==> config.mk <==
export PLATFORM = sky130hd
export DESIGN_NAME = relu_maxpool
export DESIGN_NICKNAME = d
export VERILOG_FILES = /design/src/rtl/relu_maxpool_pkg.sv /design/src/rtl/relu_maxpool_row_buffer.sv /design/src/rtl/relu_maxpool.sv
export SDC_FILE = /design/constraint.sdc
export NUM_CORES = 1
export LEC_CHECK = 0
export ABC_CLOCK_PERIOD_IN_PS = 11800
export CORE_UTILIZATION = 61
export DETAILED_ROUTE_END_ITERATION = 8
export PLACE_DENSITY = 0.8
export SYNTH_ARGS = -nofsm -noshare
export SYNTH_HDL_FRONTEND = slang
export SYNTH_SLANG_ARGS = --single-unit
==> constraint.sdc <==
create_clock -name clk -period 11.8 [get_ports clk]
set_clock_uncertainty 0.05 [all_clocks]
set_input_delay 1.18 -clock clk [delete_from_list [all_inputs] [get_ports clk]]
set_output_delay 1.18 -clock clk [all_outputs]
set_load 0.01 [all_outputs]
==> src/rtl/relu_maxpool_pkg.sv <==
// Shared types for the ReLU + 2x2/stride-2 max-pool stage.
package relu_maxpool_pkg;

  typedef enum logic [1:0] {
    POOL_IDLE  = 2'd0,
    POOL_RUN   = 2'd1,
    POOL_FLUSH = 2'd2,
    POOL_DONE  = 2'd3
  } pool_state_e;

  // Pooled output dimension for a conv map dimension (odd trailing line dropped).
  function automatic int pool_out_dim(input int n);
    return n / 2;
  endfunction

endpackage

==> src/rtl/relu_maxpool_row_buffer.sv <==
// Holds the horizontal maxima of an even row until the matching odd row arrives.
module pool_row_buffer #(
  parameter int DATA_WIDTH = 16,
  parameter int DEPTH      = 13,
  parameter int AW         = 4
) (
  input  logic                  clk,
  input  logic                  wr_en_i,
  input  logic [AW-1:0]         wr_addr_i,
  input  logic [DATA_WIDTH-1:0] wr_data_i,
  input  logic [AW-1:0]         rd_addr_i,
  output logic [DATA_WIDTH-1:0] rd_data_o
);

  logic [DATA_WIDTH-1:0] mem_q [DEPTH];

  always_ff @(posedge clk) begin
    if (wr_en_i) mem_q[wr_addr_i] <= wr_data_i;
  end

  // The discarded trailing column of an odd-width map can address one past the end.
  always_comb begin
    rd_data_o = '0;
    if (int'(rd_addr_i) < DEPTH) rd_data_o = mem_q[rd_addr_i];
  end

endmodule

==> src/rtl/relu_maxpool.sv <==
// Streaming ReLU followed by 2x2/stride-2 max-pool over a channel-major raster stream.
// Handshake: a transfer happens on a port whenever valid && ready on the same rising edge.
module relu_maxpool
  import relu_maxpool_pkg::*;
#(
  parameter int DATA_WIDTH  = 16,
  parameter int FRAC_BITS   = 8,
  parameter int MAP_WIDTH   = 26,
  parameter int MAP_HEIGHT  = 26,
  parameter int NUM_FILTERS = 4
) (
  input  logic                         clk,
  input  logic                         reset,
  input  logic                         start,
  input  logic                         in_valid,
  output logic                         in_ready,
  input  logic signed [DATA_WIDTH-1:0] in_data,
  output logic                         out_valid,
  input  logic                         out_ready,
  output logic        [DATA_WIDTH-1:0] out_data,
  output logic                         done,
  output pool_state_e                  dbg_state
);

  localparam int POOL_OUT_W = pool_out_dim(MAP_WIDTH);
  localparam int CW  = $clog2(MAP_WIDTH);
  localparam int RW  = $clog2(MAP_HEIGHT);
  localparam int CHW = (NUM_FILTERS > 1) ? $clog2(NUM_FILTERS) : 1;
  localparam int AW  = (POOL_OUT_W > 1) ? $clog2(POOL_OUT_W) : 1;

  pool_state_e           state_q, state_d;
  logic [CW-1:0]         col_q, col_d;
  logic [RW-1:0]         row_q, row_d;
  logic [CHW-1:0]        ch_q, ch_d;
  logic [DATA_WIDTH-1:0] pair_q, pair_d;
  logic                  out_valid_q, out_valid_d;
  logic [DATA_WIDTH-1:0] out_data_q, out_data_d;

  logic                  accept, clear_cnt, col_last, row_last, ch_last, last_px;
  logic                  rb_wr, win_done;
  logic [DATA_WIDTH-1:0] pix, hmax, rb_rd, vmax;
  logic [CW-1:0]         col_half;
  logic [AW-1:0]         rb_addr;

  assign in_ready  = (state_q == POOL_RUN) && (!out_valid_q || out_ready);
  assign accept    = in_valid && in_ready;
  assign done      = (state_q == POOL_DONE);
  assign out_valid = out_valid_q;
  assign out_data  = out_data_q;
  assign dbg_state = state_q;

  assign col_last = (col_q == CW'(MAP_WIDTH - 1));
  assign row_last = (row_q == RW'(MAP_HEIGHT - 1));
  assign ch_last  = (ch_q == CHW'(NUM_FILTERS - 1));
  assign last_px  = accept && col_last && row_last && ch_last;

  // After ReLU every value is non-negative, so unsigned compares are exact.
  assign pix      = in_data[DATA_WIDTH-1] ? '0 : in_data;
  assign hmax     = (pix > pair_q) ? pix : pair_q;
  assign vmax     = (rb_rd > hmax) ? rb_rd : hmax;
  assign col_half = col_q >> 1;
  assign rb_addr  = col_half[AW-1:0];
  assign rb_wr    = accept && col_q[0] && !row_q[0];
  assign win_done = accept && col_q[0] && row_q[0];

  pool_row_buffer #(
    .DATA_WIDTH(DATA_WIDTH),
    .DEPTH     (POOL_OUT_W),
    .AW        (AW)
  ) u_row_buffer (
    .clk      (clk),
    .wr_en_i  (rb_wr),
    .wr_addr_i(rb_addr),
    .wr_data_i(hmax),
    .rd_addr_i(rb_addr),
    .rd_data_o(rb_rd)
  );

  always_comb begin
    state_d   = state_q;
    clear_cnt = 1'b0;
    case (state_q)
      POOL_IDLE: if (start) begin
        state_d   = POOL_RUN;
        clear_cnt = 1'b1;
      end
      POOL_RUN:   if (last_px) state_d = POOL_FLUSH;
      POOL_FLUSH: if (!out_valid_q || out_ready) state_d = POOL_DONE;
      POOL_DONE:  state_d = POOL_IDLE;
      default:    state_d = POOL_IDLE;
    endcase
  end

  always_comb begin
    col_d  = col_q;
    row_d  = row_q;
    ch_d   = ch_q;
    pair_d = pair_q;
    if (clear_cnt) begin
      col_d = '0;
      row_d = '0;
      ch_d  = '0;
    end else if (accept) begin
      if (!col_q[0]) pair_d = pix;
      if (col_last) begin
        col_d = '0;
        if (row_last) begin
          row_d = '0;
          ch_d  = ch_last ? '0 : ch_q + 1'b1;
        end else begin
          row_d = row_q + 1'b1;
        end
      end else begin
        col_d = col_q + 1'b1;
      end
    end
  end

  // A completing window can only be accepted when the register is free or draining, so no bubble.
  always_comb begin
    out_valid_d = out_valid_q;
    out_data_d  = out_data_q;
    if (win_done) begin
      out_valid_d = 1'b1;
      out_data_d  = vmax;
    end else if (out_valid_q && out_ready) begin
      out_valid_d = 1'b0;
    end
  end

  always_ff @(posedge clk or negedge reset) begin
    if (!reset) begin
      state_q     <= POOL_IDLE;
      col_q       <= '0;
      row_q       <= '0;
      ch_q        <= '0;
      pair_q      <= '0;
      out_valid_q <= 1'b0;
      out_data_q  <= '0;
    end else begin
      state_q     <= state_d;
      col_q       <= col_d;
      row_q       <= row_d;
      ch_q        <= ch_d;
      pair_q      <= pair_d;
      out_valid_q <= out_valid_d;
      out_data_q  <= out_data_d;
    end
  end

endmodule

# ---- Word-level counts from Yosys, hierarchy flattened
# Memories as Yosys holds them, arrays and structs flattened.
# Cells that the tools add are included.
dict set report classes {
  order_cmp 3
  reduce_logical 21
  n_eq_ne 9
  n_mux 26
  n_bitwise 2
  addsub 3
}
# cell count
set op_table {}
lappend op_table {{$mux 16} 3}
lappend op_table {{$mux 5} 7}
lappend op_table {{$gt 15x16->1} 1}
lappend op_table {{$gt 16x16->1} 1}
lappend op_table {{$mux 2} 8}
lappend op_table {{$mux 15} 1}
lappend op_table {{$add 5x1->5 const B} 2}
lappend op_table {{$eq 5x5->1 const B} 2}
lappend op_table {{$logic_and 1x1->1} 9}
lappend op_table {{$reduce_and 3->1} 3}
lappend op_table {{$pmux 2 s4} 1}
lappend op_table {{$reduce_bool 2->1} 4}
lappend op_table {{$eq 2x2->1 const B} 3}
lappend op_table {{$mux 1} 6}
lappend op_table {{$ne 2x2->1 const B} 3}
lappend op_table {{$lt 4x4->1 const B} 1}
lappend op_table {{$add 2x1->2 const B} 1}
lappend op_table {{$eq 2x1->1 const B} 1}
lappend op_table {{$logic_not 1->1} 2}
lappend op_table {{$logic_not 2->1} 1}
lappend op_table {{$not 1->1} 2}
lappend op_table {{$reduce_and 2->1} 1}
lappend op_table {{$logic_or 1x1->1} 1}
dict set report word_totals {
  out_inout_bits 21
  word_cells 72
  mem_bits_rw 208
  memories 1
  ff_bits 47
}
# name depth word_bits rd rd_clocked_by_memory_dff write_ports line_no
set mem_list {}
lappend mem_list {u_row_buffer.mem_q 13 16 1 0 1 relu_maxpool_row_buffer.sv:15} ;# logic [DATA_WIDTH-1:0] mem_q [DEPTH];

# ---- Depth between registers and ports, before layout
dict set report depth {
  word_depth 9
  depth_mapped 17
  depth_no_buf 15
}

# ---- Modules after synthesis
# A second synthesis with hierarchy kept.
dict set report unflattened {
  cells_unflattened 829
  hier_area_um2 12090.3
}
# mod area_each_um2 cells_each instances
set by_module_without_submodules {}
lappend by_module_without_submodules {pool_row_buffer 8214.1 407 1}
lappend by_module_without_submodules {relu_maxpool 3876.2 422 1}

# ---- Worst setup path after synthesis
# OpenSTA, ideal clock, no wires.
dict set report synth_timing {
  kind {input port to flip-flop}
  startpoint {in in_data[15]}
  endpoint {reg out_data_q[12], in the netlist out_data[12]}
  t_required_ns 11.664
  setup_ns 0.086
  setup_slack_ns 6.650
  arrival_ns 5.015
  n_path_buf 3
  cell_stages 17
  cell_sequence {clkbuf_1 nor2b_1 ha_1 nand3_2 nor4_4 a21boi_2 a2bb2oi_2 buf_6 mux2i_1 ha_1 nand3_1 or3_1 nor4bb_1 a311o_1 or2_1 buf_6 o221ai_2}
}
dict set report synth_via {
  elab_chain_len 5
}
# element line_no
set synth_lines {}
lappend synth_lines {{start, declared} relu_maxpool.sv:17} ;# input logic signed [DATA_WIDTH-1:0] in_data,
lappend synth_lines {{$mux 15 (*)} relu_maxpool.sv:58} ;# assign pix = in_data[DATA_WIDTH-1] ? '0 : in_data;
lappend synth_lines {{net pix[14]} relu_maxpool.sv:41} ;# logic [DATA_WIDTH-1:0] pix, hmax, rb_rd, vmax;
lappend synth_lines {{$gt 15x16->1} relu_maxpool.sv:59} ;# assign hmax = (pix > pair_q) ? pix : pair_q;
lappend synth_lines {{$mux 16 (*)} relu_maxpool.sv:59}
lappend synth_lines {{$gt 16x16->1} relu_maxpool.sv:60} ;# assign vmax = (rb_rd > hmax) ? rb_rd : hmax;
lappend synth_lines {{$mux 16 (*)} relu_maxpool.sv:60}
lappend synth_lines {{end signal, assigned} relu_maxpool.sv:147} ;# out_data_q <= out_data_d;
lappend synth_lines {{end, declared} relu_maxpool.sv:37} ;# logic [DATA_WIDTH-1:0] out_data_q, out_data_d;
# Mark *: on every way through the listed nets, which the timed path passes. The rest lies on a longest branch.
# A chain may end at the register's enable or synchronous reset.

# ---- Worst setup path in the final report
dict set report layout_timing {
  startpoint {in in_data[15]}
  endpoint {reg out_data_q[14], in the netlist out_data[14]}
}
dict set report layout_via {
  elab_chain_len 5
}
# element line_no
set layout_lines {}
lappend layout_lines {{$mux 15} relu_maxpool.sv:58}
lappend layout_lines {{net pix[14]} relu_maxpool.sv:41}
lappend layout_lines {{$gt 15x16->1} relu_maxpool.sv:59}
lappend layout_lines {{$mux 16} relu_maxpool.sv:59}
lappend layout_lines {{net hmax[0]} relu_maxpool.sv:41}
lappend layout_lines {{$gt 16x16->1} relu_maxpool.sv:60}
lappend layout_lines {{$mux 16} relu_maxpool.sv:60}
# The timed path passes the listed nets, and every way through them passes these cells.

==> flow_metrics.env <==
export IMPL_outcome="complete, no violations"
export IMPL_synth_sequential_area_ratio_pct=64.5
export IMPL_core_rowCount=48
export IMPL_wl_met2_mm=11.5
export IMPL_syn_area_per_cell_sq_um=15.5
export IMPL_synth_async_reset_ratio_pct=18.8
export IMPL_irDropWorstVdd_v=0.000131
export IMPL_p_leak_nw=4.49
export IMPL_mappedNetlistNets=758
export IMPL_synth_area_leader_cell="sky130_fd_sc_hd__edfxtp_1"
export IMPL_path_cells="clkdlybuf4s50_1 > nor2b_1 > ha_1 > nand3_2 > nor4_4 > a21boi_2 > a2bb2oi_2 > mux2i_1 > ha_1 > nor2b_1 > o211ai_1 > a21o_1 > a311o_1 > or2_1 > o221ai_1"
export IMPL_route_antenna_remaining_nets=0
export IMPL_crit_arrival_ps=6710
export IMPL_cp_max_fo=15
export IMPL_routed_wire_length_per_instance_um=22.9
export IMPL_drt_pre_antenna_iters=5
export IMPL_finalWorstPathRequiredPeriod_ps=6400
export IMPL_path_clk_slew_ps=60
export IMPL_layout_cell_area_non_filler_sq_um=12200
export IMPL_nets=805
export IMPL_via_count_of_the_first_global_routing_pass=6421
export IMPL_drt_vias_per_instance=6.36
export IMPL_critical_path_slowest_cell="sky130_fd_sc_hd__mux2i_1"
export IMPL_routedLengthMet1_mm=8.92
export IMPL_buffer_ports_inserted=40
export IMPL_critical_path_required_ps=12110
export IMPL_pin_count=42
export IMPL_nFillCells=1060
export IMPL_grt_first_pass_wirelength_mm=35.0
export IMPL_synth_edf_count=195
export IMPL_ys_seq_elements=240
export IMPL_post_route_cells_drive_above_1_share_pct=17.5
export IMPL_critical_path_class="input pin to register"
export IMPL_die_w_um=135
export IMPL_cts_sink_count=240
export IMPL_n_antenna_cell=0
export IMPL_timing_setup_tns_ps=0
export IMPL_totalWireLength_mm=22.5
export IMPL_post_cts_resize_count=0
export IMPL_highest_metal_layer_with_signal_wires="met4"
export IMPL_timing_fmax_mhz=156
export IMPL_timing_max_transition_violations_final=0
export IMPL_postPlaceCellArea_sq_um=11500
export IMPL_timing_max_cap_violations=0
export IMPL_cts_root_buf="sky130_fd_sc_hd__clkbuf_16"
export IMPL_die_outline_area_sq_um=18300
export IMPL_r2r_cells=14
export IMPL_post_route_drc_count=0
export IMPL_core_area_sq_um=17300
export IMPL_count_of_yosys_warnings_during_synthesis=0
export IMPL_vias=6264
export IMPL_detailroute_wirelength_met3_mm=1.43
export IMPL_synth_flop_cell="sky130_fd_sc_hd__edfxtp_1"
export IMPL_final_period_utilization_pct=54.2
export IMPL_min_delay_path_class="register to register"
export IMPL_drt_initial_drc_count=606
export IMPL_grt_util_all_layers_pct=25.8
export IMPL_worst_slew_margin_rel_pct=22.6
export IMPL_grt_total_ovfl=0
export IMPL_hpwl_mm=13.8
export IMPL_setup_violations=0
export IMPL_tritoncts_num_buffers=24
export IMPL_power_per_cell_area_nw_per_um2=238
export IMPL_max_clock_path_buffers=3
export IMPL_timing_worst_slew_pin_value_ps=1130
export IMPL_syn_cell_area_sq_um=10800
export IMPL_worstHoldPathCells=2
export IMPL_critPathMaxStageDelay_ps=1010
export IMPL_timing_critical_path_to_type="register"
export IMPL_clock_tree_htree_level_count=1
export IMPL_pin_count_of_the_biggest_net_entering_global_routing=57
export IMPL_postSynthCellCount=697
export IMPL_gpl_final_weighted_congestion=0.868
export IMPL_netlist_top_cells_count="sky130_fd_sc_hd__edfxtp_1 (195), sky130_fd_sc_hd__inv_1 (52), sky130_fd_sc_hd__nand2_1 (51), sky130_fd_sc_hd__mux4_2 (47), sky130_fd_sc_hd__dfrtp_1 (45)"
export IMPL_grt_antenna_before_repair=1
export IMPL_post_cts_setup_buffer_count=0
export IMPL_cts_hold_repair_buffers=0
export IMPL_hold_viol_final=0
export IMPL_critPathLaunchType="input pin"
export IMPL_netlist_cell_type_count=59
export IMPL_rsz0062_at_grt="false"
export IMPL_fin_util_pct=70.4
export IMPL_synth_top_area_share_pct=54.1
export IMPL_clock_latency_at_the_later_pin_of_the_worst_skew_pair_ps=520
export IMPL_ys_top_cells_by_area="sky130_fd_sc_hd__edfxtp_1 (54%), sky130_fd_sc_hd__dfrtp_1 (10%), sky130_fd_sc_hd__mux4_2 (9.8%), sky130_fd_sc_hd__ha_1 (4.6%), sky130_fd_sc_hd__inv_1 (1.8%)"
export IMPL_initial_core_util_pct=62.6
export IMPL_library_cell_with_the_highest_instance_count_after_synthesis="sky130_fd_sc_hd__edfxtp_1"
export IMPL_tritoncts_clock_tree="built"
export IMPL_floorplan_die_height_um=135
export IMPL_flow_area_growth_from_synthesis_pct=12.6
## stage by stage
stage	setup WS, ps	power [mW]	cells	hold WS, ps
6_report	5400	2.90	985	460
5_1_grt	4890	3.04	985	488
4_1_cts	5450	2.90	985	459
3_5_place_dp	4940	2.19	943	435
3_3_place_gp	5220	2.14	943	446
2_1_floorplan	6650	1.91	697	428
## power by group
part / leakage (nW) / internal (mW) / switching, mW
combinational: 1.77 / 0.434 / 0.650
sequential: 2.37 / 1.08 / 0.0380
clock: 0.344 / 0.397 / 0.303
## registers in the layout (all words and copies together), names as in the netlist
register / cells
col_q: 5
dbg_state: 2
out_valid: 1
pair_q: 15
ch_q: 2
row_q: 5
u_row_buffer.mem_q: 195
out_data: 15
## worst paths after layout
check / slack, ps / end / from
max in group asynchronous: 10580 / col_q[1] / reset
worst min-delay path: 460 / out_data[6] / out_data[6]
worst max register to register: 6630 / out_data[14] / pair_q[14]
worst min register to register: 460 / out_data[6] / out_data[6]
worst max-delay path: 5400 / out_data[14] / in_data[15]
min in group asynchronous: 680 / pair_q[5] / reset
## logic make-up after synthesis
group | synth area share, %
simple gates | 8.06
mux | 13.0
compound gates | 5.92
fa+ha+maj | 4.62
xor+xnor | 0.243
other cells | 0.0347
buf+inv | 3.57
flops | 64.5
## critical path: cells and delay by family
family / cells / cell delay, ps
AO/OA/AOI/OAI: 6 / 1850
adder cells (fa/ha/maj): 2 / 630
buffers and inverters: 1 / 790
multiplexers: 1 / 1010
AND/OR/NAND/NOR: 5 / 1230
## metal layers
metal  vias to the layer above  global-route usage, %
li1                       2754                      -
met1                      3179                   33.9
met2                       276                   44.2
met3                        55                   3.33
met4                         0                   9.68
met5                         -                      0
## cell type report
cell class                      count  area [sq um]  share of cell area, %
Clock buffer                       30           623                   5.11
Clock inverter                     12          98.8                  0.811
Inverter                           53           199                   1.63
Multi-Input combinational cell    371          3500                   28.7
Sequential cell                   240          6980                   57.3
Tap cell                          225           282                   2.31
Timing Repair Buffer               54           500                   4.11
## layout by cell type, fill, tap and decap left out, types with 4 or more instances in the layout
cell type | netlist | final
sky130_fd_sc_hd__mux2i_1 | 16 | 16
sky130_fd_sc_hd__nand2_1 | 51 | 51
sky130_fd_sc_hd__nor3_1 | 15 | 11
sky130_fd_sc_hd__dfrtp_1 | 45 | 43
sky130_fd_sc_hd__ha_1 | 40 | 40
sky130_fd_sc_hd__mux4_2 | 47 | 47
sky130_fd_sc_hd__o221ai_2 | 10 | 10
sky130_fd_sc_hd__nand2b_1 | 5 | 5
sky130_fd_sc_hd__and2_1 | 15 | 15
sky130_fd_sc_hd__buf_4 | 4 | 14
sky130_fd_sc_hd__nand3_1 | 6 | 6
sky130_fd_sc_hd__clkinv_1 | 1 | 6
sky130_fd_sc_hd__clkdlybuf4s50_1 | 0 | 39
sky130_fd_sc_hd__mux2_2 | 16 | 16
sky130_fd_sc_hd__inv_1 | 52 | 52
sky130_fd_sc_hd__nor2_1 | 26 | 26
sky130_fd_sc_hd__clkbuf_1 | 16 | 6
sky130_fd_sc_hd__or3_1 | 14 | 14
sky130_fd_sc_hd__a211oi_1 | 14 | 14
sky130_fd_sc_hd__nor2b_1 | 18 | 18
sky130_fd_sc_hd__nor3_4 | 0 | 4
sky130_fd_sc_hd__edfxtp_1 | 195 | 195
sky130_fd_sc_hd__clkbuf_16 | 0 | 24
sky130_fd_sc_hd__a21o_1 | 4 | 4
sky130_fd_sc_hd__a21oi_1 | 26 | 26
Note: power is estimated with default switching activity, not from simulation.
